### src/rtl/trig_pkg.sv
// Shared trigonometry definitions: fixed-point format, angle constants and
// the sequencing states used by the sine evaluator.
package trig_pkg;

    localparam int unsigned FRAC_BITS = 16;
    localparam int unsigned FIXED_ONE = 65536;
    localparam int unsigned DEG_360   = 360;

    typedef enum logic [1:0] {
        IDLE   = 2'd0,
        REDUCE = 2'd1,
        LOOKUP = 2'd2,
        OUTPUT = 2'd3
    } sine_state_t;

endpackage

### src/rtl/sine_quarter_rom.sv
// Quarter-wave sine table: t_out = round(65536 * sin(k_in degrees)) for
// k_in in 0..90; indices past the quarter wave read as zero.
module sine_quarter_rom
    import trig_pkg::*;
(
    input  logic [6:0]  k_in,
    output logic [16:0] t_out
);

    always_comb begin
        t_out = 17'd0;
        case (k_in)
            7'd0:  t_out = 17'd0;      7'd1:  t_out = 17'd1144;   7'd2:  t_out = 17'd2287;
            7'd3:  t_out = 17'd3430;   7'd4:  t_out = 17'd4572;   7'd5:  t_out = 17'd5712;
            7'd6:  t_out = 17'd6850;   7'd7:  t_out = 17'd7987;   7'd8:  t_out = 17'd9121;
            7'd9:  t_out = 17'd10252;  7'd10: t_out = 17'd11380;  7'd11: t_out = 17'd12505;
            7'd12: t_out = 17'd13626;  7'd13: t_out = 17'd14742;  7'd14: t_out = 17'd15855;
            7'd15: t_out = 17'd16962;  7'd16: t_out = 17'd18064;  7'd17: t_out = 17'd19161;
            7'd18: t_out = 17'd20252;  7'd19: t_out = 17'd21336;  7'd20: t_out = 17'd22415;
            7'd21: t_out = 17'd23486;  7'd22: t_out = 17'd24550;  7'd23: t_out = 17'd25607;
            7'd24: t_out = 17'd26656;  7'd25: t_out = 17'd27697;  7'd26: t_out = 17'd28729;
            7'd27: t_out = 17'd29753;  7'd28: t_out = 17'd30767;  7'd29: t_out = 17'd31772;
            7'd30: t_out = 17'd32768;  7'd31: t_out = 17'd33754;  7'd32: t_out = 17'd34729;
            7'd33: t_out = 17'd35693;  7'd34: t_out = 17'd36647;  7'd35: t_out = 17'd37590;
            7'd36: t_out = 17'd38521;  7'd37: t_out = 17'd39441;  7'd38: t_out = 17'd40348;
            7'd39: t_out = 17'd41243;  7'd40: t_out = 17'd42126;  7'd41: t_out = 17'd42995;
            7'd42: t_out = 17'd43852;  7'd43: t_out = 17'd44695;  7'd44: t_out = 17'd45525;
            7'd45: t_out = 17'd46341;  7'd46: t_out = 17'd47143;  7'd47: t_out = 17'd47930;
            7'd48: t_out = 17'd48703;  7'd49: t_out = 17'd49461;  7'd50: t_out = 17'd50203;
            7'd51: t_out = 17'd50931;  7'd52: t_out = 17'd51643;  7'd53: t_out = 17'd52339;
            7'd54: t_out = 17'd53020;  7'd55: t_out = 17'd53684;  7'd56: t_out = 17'd54332;
            7'd57: t_out = 17'd54963;  7'd58: t_out = 17'd55578;  7'd59: t_out = 17'd56175;
            7'd60: t_out = 17'd56756;  7'd61: t_out = 17'd57319;  7'd62: t_out = 17'd57865;
            7'd63: t_out = 17'd58393;  7'd64: t_out = 17'd58903;  7'd65: t_out = 17'd59396;
            7'd66: t_out = 17'd59870;  7'd67: t_out = 17'd60326;  7'd68: t_out = 17'd60764;
            7'd69: t_out = 17'd61183;  7'd70: t_out = 17'd61584;  7'd71: t_out = 17'd61966;
            7'd72: t_out = 17'd62328;  7'd73: t_out = 17'd62672;  7'd74: t_out = 17'd62997;
            7'd75: t_out = 17'd63303;  7'd76: t_out = 17'd63589;  7'd77: t_out = 17'd63856;
            7'd78: t_out = 17'd64104;  7'd79: t_out = 17'd64332;  7'd80: t_out = 17'd64540;
            7'd81: t_out = 17'd64729;  7'd82: t_out = 17'd64898;  7'd83: t_out = 17'd65048;
            7'd84: t_out = 17'd65177;  7'd85: t_out = 17'd65287;  7'd86: t_out = 17'd65376;
            7'd87: t_out = 17'd65446;  7'd88: t_out = 17'd65496;  7'd89: t_out = 17'd65526;
            7'd90: t_out = 17'(FIXED_ONE);
            default: t_out = 17'd0;
        endcase
    end

endmodule

### src/rtl/sine.sv
// Sequential sine evaluator: 9-bit degree angle in, Q16.16 amplitude out,
// via quadrant folding onto a quarter-wave table over four states.
module sine
    import trig_pkg::*;
(
    input  logic               clk_in,
    input  logic               rst_in,
    input  logic               start,
    input  logic [8:0]         value,
    output logic               done,
    output logic signed [31:0] amp_out
);

    localparam logic [9:0] ANGLE_360 = 10'(DEG_360);

    sine_state_t        state_q, state_d;
    logic [8:0]         angle_q, angle_d;
    logic [6:0]         k_q, k_d;
    logic               neg_q, neg_d;
    logic [16:0]        tbl_q, tbl_d;
    logic               done_q, done_d;
    logic signed [31:0] amp_q, amp_d;

    logic [9:0]         a_pos;
    logic [6:0]         k_fold;
    logic               neg_fold;
    logic [16:0]        rom_t;
    logic signed [31:0] mag;

    sine_quarter_rom u_rom (
        .k_in  (k_q),
        .t_out (rom_t)
    );

    // Codes 360..511 stand for value-512; adding 360 back nets out to -152.
    always_comb begin
        a_pos    = {1'b0, angle_q};
        k_fold   = 7'd0;
        neg_fold = 1'b0;
        if (a_pos >= ANGLE_360) begin
            a_pos = a_pos - 10'd152;
        end
        if (a_pos <= 10'd90) begin
            k_fold = 7'(a_pos);
        end else if (a_pos <= 10'd180) begin
            k_fold = 7'(10'd180 - a_pos);
        end else if (a_pos <= 10'd270) begin
            k_fold   = 7'(a_pos - 10'd180);
            neg_fold = 1'b1;
        end else begin
            k_fold   = 7'(ANGLE_360 - a_pos);
            neg_fold = 1'b1;
        end
    end

    always_comb begin
        state_d = state_q;
        angle_d = angle_q;
        k_d     = k_q;
        neg_d   = neg_q;
        tbl_d   = tbl_q;
        done_d  = 1'b0;
        amp_d   = amp_q;
        mag     = {15'd0, tbl_q};
        case (state_q)
            IDLE: begin
                if (start) begin
                    angle_d = value;
                    state_d = REDUCE;
                end
            end
            REDUCE: begin
                k_d     = k_fold;
                neg_d   = neg_fold;
                state_d = LOOKUP;
            end
            LOOKUP: begin
                tbl_d   = rom_t;
                state_d = OUTPUT;
            end
            OUTPUT: begin
                // A zero magnitude stays +0 regardless of quadrant.
                amp_d   = (neg_q && (tbl_q != 17'd0)) ? -mag : mag;
                done_d  = 1'b1;
                state_d = IDLE;
            end
            default: state_d = IDLE;
        endcase
    end

    always_ff @(posedge clk_in) begin
        if (rst_in) begin
            state_q <= IDLE;
            angle_q <= 9'd0;
            k_q     <= 7'd0;
            neg_q   <= 1'b0;
            tbl_q   <= 17'd0;
            done_q  <= 1'b0;
            amp_q   <= 32'sd0;
        end else begin
            state_q <= state_d;
            angle_q <= angle_d;
            k_q     <= k_d;
            neg_q   <= neg_d;
            tbl_q   <= tbl_d;
            done_q  <= done_d;
            amp_q   <= amp_d;
        end
    end

    assign done    = done_q;
    assign amp_out = amp_q;

endmodule

### config.mk
export PLATFORM = sky130hd
export DESIGN_NAME = sine
export DESIGN_NICKNAME = d
export VERILOG_FILES = /design/src/rtl/trig_pkg.sv /design/src/rtl/sine_quarter_rom.sv /design/src/rtl/sine.sv
export SDC_FILE = /design/constraint.sdc
export NUM_CORES = 1
export LEC_CHECK = 0
export CAP_MARGIN = 20
export CORE_UTILIZATION = 40
export CTS_CLUSTER_SIZE = 28
export DETAILED_ROUTE_END_ITERATION = 12
export DONT_BUFFER_PORTS = 1
export GPL_ROUTABILITY_DRIVEN = 0
export SETUP_SLACK_MARGIN = 0.5
export SLEW_MARGIN = 15
export SYNTH_ARGS = -nofsm -noshare
export SYNTH_HDL_FRONTEND = slang
export SYNTH_HIERARCHICAL = 1
export SYNTH_SLANG_ARGS = --single-unit
export TNS_END_PERCENT = 30
### constraint.sdc
create_clock -name clk_in -period 3.23 [get_ports clk_in]
set_clock_uncertainty 0.05 [all_clocks]
set_input_delay 0.8075 -clock clk_in [delete_from_list [all_inputs] [get_ports clk_in]]
set_output_delay 0.8075 -clock clk_in [all_outputs]
set_load 0.01 [all_outputs]
==> metrics.txt, run 1 <==
post-synthesis compound-gate area fraction between 30% and 40%; ys flop type dfxtp_1; Die W 124 um; Hold Path Depth 2; antenna diode count 0; Worst R2R End k_q[6]; CTS Hold Bufs 0; final worst-path cycle share 86.9%; critical path type flip-flop to flip-flop; post-synth cell types 86; initial antenna violation count 0; worst r2r path cells 12; P_leak 2.41 nW; post-DP HPWL 11.5 mm; FF-to-FF setup slack 0.42 ns; Core ar. 0.0145 mm^2; FFs w/ async S/R, synth 0%; clk buf depth 2; PwrDens approximately 860 mW/mm^2; Die Span Y 124 um; worst path required time 3.40 ns; row cnt 44; Final Max Slew Viols 0; Synth warnings 6; final global-route overflow total 0; largest net degree at the start of global routing 71; Critical Path Start Type flip-flop; status complete, no violations; boundary pin count 45; vias in the first global route 5267; residual DRC count 0; htree depth 3; max_cap viols 0; Worst-Margin Slew 1.06 ns; Worst-path clk slew 0.06 ns; worst vdd ir around 0.00042 V; DRT iter0 DRCs 741; Post-Synth Simple-Gate Area 22.7%; RSZ-0062 raised after global routing yes; EDFF count, synth 0; Reg2Reg Launch Point angle_q[3]; Layout Cells excl Fill around 950; cells after synthesis 765; xor/xnor share of the synthesized area 2.67%; Setup-failing EPs final 0; mapped cell area 0.00591 mm^2; Tightest Hold Check Type flip-flop to flip-flop; Worst Setup End Kind flip-flop; main combinational cell family by area after synthesis compound AO/OA/AOI/OAI gates; DR WL/cell between 15 and 20 um; first-pass GRT wire length 26.8 mm; Syn Nets 810; gr usage total 22.3%; min cycle time layout 2.81 ns; Routed WL 17.9 mm; PortBufs 0; slew margin rel. 29.3%; CP Data Arrival Time 2.97 ns; CTS Buf Count 9; Layout area overhead 15.4%; CP max FO 7; final hold slack 0.463 ns; Hold Startpoint amp_out[31]; routed vias/inst 6.22; Max Fclk 356 MHz; #FFs+latches synth between 60 and 70; Filler cells 1365; DR pass1 iterations 5; Synth Area in Adders 6.98%; mux cell area share after synthesis 6.46%; Final Util 47.1%; WHS Endpoint amp_out[31]; Power, Total 0.00588 W; Clock Latency Late Sink 0.34 ns; via count approximately 5900; CTS tree built; synthesized area per cell 7.73 um^2; Die ar. 0.0153 mm^2; DRT antenna net count 0; Initial Util 40.8%; fin nets 810; register area share after synthesis 23.4%; Final Hold Fails 0; DP Cell Count 911; CTS Sinks just under 70; Sum Neg Setup Slack 0 ns; layout cell share with drive strength beyond 1 18.3%; Clock Tree Root clkbuf_16
metrics by stage:
step,setup WS [ns],cell area [um^2]
global route,0.280,6830
global placement,0.340,6050
floorplan,0.516,5920
finish,0.423,6830
CTS,0.497,6500
detailed placement,0.215,6050
final cells by class:
cell class	count	area [um^2]	area share (%)
clock buffers	11	243	3.56
repair buffers	55	460	6.75
multi-input cells	605	4330	63.5
well taps	184	230	3.37
flip-flops and latches	69	1410	20.7
clock inverters	4	48.8	0.715
inverters	25	98.8	1.45
layer usage:
layer / routed length [um] / global-route usage [%] / vias to the layer above
met3: 1160 / 2.20 / 63
met5: 0 / 0 / -
met1: 7650 / 28.7 / 2780
met2: 8330 / 36.9 / 292
met4: 737 / 11.4 / 0
li1: - / - / 2796
critical path, cell delays in order (launching register included):
cell,delay [ns]
dfxtp_4,0.38
buf_4,0.13
nor2b_2,0.17
a22oi_2,0.26
nand3_4,0.16
buf_6,0.15
ha_4,0.15
a32o_1,0.24
a221oi_1,0.38
mux2i_1,0.17
nor2b_1,0.16
a21oi_1,0.19
o21ai_1,0.09
cells in the final DEF (no fill, tap or decap), types with 11 or more instances in the layout:
master / count
nor2_1: 78
a21oi_1: 64
dfxtp_1: 58
nand2_1: 54
buf_4: 47
nand2b_1: 36
o21ai_0: 36
mux2i_1: 31
ha_1: 27
a211oi_1: 26
inv_1: 20
nor3_1: 14
nand3_1: 14
xnor2_1: 14
nor2b_1: 14
o211ai_1: 11
synthesized netlist by cell type (all sizes together) (6+ instances only):
cell	n	area [um^2]
or3	8	50.1
a311o	6	60.1
o211ai	11	82.6
nand2	57	219
xnor2	14	123
nor2	79	299
nand3	16	85.1
and2	8	50.1
a31oi	8	50.1
ha	33	413
nand2b	38	238
a21o	8	60.1
inv	25	93.8
o21ai	40	200
nor3	16	80.1
a311oi	11	96.3
a221oi	7	73.8
a211oi	32	268
mux2i	31	310
a2111oi	8	82.6
buf	34	220
dfxtp	69	1380
nor2b	16	100
clkbuf	32	120
a21oi	66	342
how the worst max path moves through the flow:
stage                    start  endpoint  cells after the start
CTS                 angle_q[3]    k_q[2]                     15
detailed placement  angle_q[6]    k_q[2]                     12
finish              angle_q[3]    k_q[6]                     12
global placement    angle_q[1]    k_q[2]                     14
global route        angle_q[3]    k_q[6]                     12
floorplan           angle_q[1]    k_q[2]                     15
report_power, final:
| group | internal (W) | total [W] | switching (W) |
|---|---|---|---|
| clock network | 0.000612 | 0.000954 | 0.000342 |
| logic | 0.00153 | 0.00369 | 0.00216 |
| registers | 0.000997 | 0.00124 | 0.000246 |
cells by family (layout without fill, tap and decap cells):
kind of cell               Yosys count  after routing
AOI/OAI and AO/OA                  252            252
xor gates and xnor gates            18             18
adders and majority gates           33             33
buffers and inverters               91             95
DFF                                 69             69
muxes                               35             35
and+or+nand+nor                    267            267
flip-flops by register name (all words and copies together), names as in the netlist:
register,flops
state_q,2
k_q,7
neg_q,1
done,1
angle_q,9
amp_out,32
tbl_q,17
timing repair:
item / CTS / global route
resized for setup: 19 / 46
buffers inserted: 12 / 15
pin swaps: 5 / 24
hold endpoints to repair: 0 / 0
setup endpoints to repair: 17 / 26
Note: power is estimated with default switching activity, not from simulation.
==> inputs of run 2 (changes only) <==
Settings changed: CORE_UTILIZATION 40 to 50.
==> metrics.txt, run 2 (same netlist as run 1, synthesis figures left out) <==
Internal 0.00301 W (-4.3%); Sum Neg Setup Slack 0 ns (unchanged); Initial Util 51.6% (+11 points); critical path type flip-flop to flip-flop; DR WL/cell 18.9 um (+0.80%); Worst-Margin Slew 1.01 ns (-0.0517 ns); P_leak 2.36 nW (-2.1%); CTS tree built; clk buf depth 2 (unchanged); Reg area 0.00141 mm^2 (-0.27%); DRT antenna net count 0 (unchanged); Hold Path Depth 2 (unchanged); multi-input combinational cell area 0.00424 mm^2 (-2.2%); largest net degree at the start of global routing 71 (unchanged); Critical Path Start Type flip-flop; P_sw 0.00276 W (+0.57%); fin nets 800 (-1.2%); Die ar. 0.0123 mm^2 (-20%); row cnt 39 (-11%); RSZ-0062 raised after global routing yes; CTS Sinks 69 (unchanged); final global-route overflow total 0 (unchanged); slowest cell delay on critical path 0.38 ns (about the same); switching share of power 47.9% (+1.2 points); Max Fclk 367 MHz (+3.1%); via count 5827 (-1.8%); DR pass1 iterations 5 (unchanged); WHS Endpoint angle_q[1]; gr usage total 27.1% (+4.8 points); slew margin rel. 32.8% (+3.4 points); critical-path cell list inv_1 -> ha_4 -> nand2b_4 -> nand4_1 -> buf_4 -> buf_4 -> a311oi_1 -> o2111a_2 -> a21oi_4 -> mux2i_1 -> o2111a_1 -> a211o_1; CTS Hold Bufs 0 (unchanged); max_cap viols 0 (unchanged); Final Max Slew Viols 0 (unchanged); worst vdd ir 0.000483 V (+16%); Hold Startpoint angle_q[1]; final worst-path cycle share 84.3% (-2.6 points); residual DRC count 0 (unchanged); Clock Latency Late Sink 0.34 ns (about the same); FF-to-FF setup slack 0.51 ns (+0.09 ns); Clock Tree Root clkbuf_16; htree depth 3 (unchanged); Reg2Reg Launch Point angle_q[4]; PortBufs 0 (unchanged); most common cell after layout, fill and taps aside nor2_1; DP Area 0.00600 mm^2 (-0.85%); design area 0.00662 mm^2 (-3.1%); Core ar. 0.0115 mm^2 (-21%); Die Span Y 111 um (-10%); boundary pin count 45 (unchanged); Setup-failing EPs final 0 (unchanged); antenna diode count 0 (unchanged); routed vias/inst 6.45 (+3.7%); PwrDens 871 mW/mm^2 (+1.1%); slowest cell on the critical path dfxtp_4; Layout area overhead 11.9%; Worst R2R End k_q[4]; Worst Setup End Kind flip-flop; CP max FO 7 (unchanged); Die W 111 um (-10%); max reg flops 32 (unchanged); Layout Cells excl Fill 903 (-5.2%); Final Util 57.7% (+11 points); Flop pwr share 21.1% (about the same); most frequent cells in the layout 78 x nor2_1, 65 x a21oi_1, 59 x dfxtp_1; post-DP HPWL 11.2 mm (-2.6%); crit-path leading delay family compound AO/OA/AOI/OAI gates; worst r2r path cells 12 (unchanged); status complete, no violations; clock network power share 17.1% (+0.9 points); CP Data Arrival Time 2.89 ns (-0.08 ns); Gate power share 61.8% (-0.9 points); min cycle time layout 2.72 ns (-0.0853 ns); CTS Buf Count 9 (unchanged); worst path required time 3.40 ns (about the same); Worst-path clk slew 0.07 ns (about the same); layout cell share with drive strength beyond 1 15.8% (-2.5 points); crit-path most repeated cell buf_4; DRT iter0 DRCs 726 (-2.0%); Filler cells 1099 (-19%); first-pass GRT wire length 27.3 mm (+1.8%); vias in the first global route 5295 (+0.53%); DP Cell Count 870 (-4.5%); Tightest Hold Check Type flip-flop to flip-flop; Buffers & Inverters on Critical Path 3 (+1); initial antenna violation count 0 (unchanged); Final Hold Fails 0 (unchanged); Routed WL 17.1 mm (-4.5%)
[run 2: changes by cell type in the layout (fill, tap and decap cells not counted), moves of 2 or more]
| cell | before | now |
|---|---|---|
| buf_4 | 47 | 39 |
| buf_6 | 6 | 2 |
| inv_6 | 0 | 4 |
| buf_12 | 2 | 4 |
| clkinv_2 | 2 | 0 |
| ha_1 | 27 | 29 |
| ha_4 | 4 | 2 |
| inv_1 | 20 | 22 |
| inv_8 | 0 | 2 |
[run 2: per-stage QoR]
step	hold WS, ns	setup slack [ns]	total power (W)
after global routing	0.469	0.378	0.00617
after CTS	0.454	0.480	0.00558
final	0.448	0.508	0.00576
after floorplan	0.398	0.516	0.00371
after detailed placement	0.441	0.187	0.00449
after global placement	0.435	0.306	0.00444
[run 2: metal layers]
metal / vias to the layer above / wire length, um / global-route usage (%)
met5: - / 0 / 0
met4: 0 / 306 / 9.07
met3: 37 / 1390 / 5.03
met2: 265 / 7610 / 41.9
met1: 2745 / 7760 / 37.9
li1: 2780 / - / -
[run 2: tightest hold or removal path, stage by stage, from the launching register on]
cell and delay [ns]:
dfxtp_4 0.35, nand2_1 0.05, a21oi_1 0.06
[run 2: final cells by class]
type / count / area share (%)
flip-flops and latches: 69 / 21.3
repair buffers: 45 / 5.98
clock inverters: 7 / 1.12
well taps: 143 / 2.70
clock buffers: 9 / 3.40
multi-input cells: 605 / 64.1
inverters: 25 / 1.46
[run 2: worst max-delay path by stage]
stage	start	to	slack (ns)	cells past startpoint
global route	angle_q[3]	k_q[2]	0.38	13
detailed placement	angle_q[0]	k_q[2]	0.19	14
floorplan	angle_q[1]	k_q[2]	0.52	15
finish	angle_q[4]	k_q[4]	0.51	12
global placement	angle_q[1]	k_q[2]	0.31	14
CTS	angle_q[4]	k_q[2]	0.48	15
[run 2: timing repair]
| item | 4_1_cts | 5_1_grt |
|---|---|---|
| setup endpoints to repair | 17 | 35 |
| pin swaps | 4 | 13 |
| setup buffers | 7 | 10 |
| gates resized for setup | 15 | 25 |
[run 2: power by group through the flow]
| stage | sequential (W) | clock, W | combinational [W] |
|---|---|---|---|
| 2_1_floorplan | 0.00114 | 0 | 0.00257 |
| 3_3_place_gp | 0.00122 | 0 | 0.00322 |
| 3_5_place_dp | 0.00123 | 0 | 0.00326 |
| 4_1_cts | 0.00121 | 0.00101 | 0.00335 |
| 5_1_grt | 0.00124 | 0.00105 | 0.00387 |
| 6_report | 0.00122 | 0.000987 | 0.00356 |
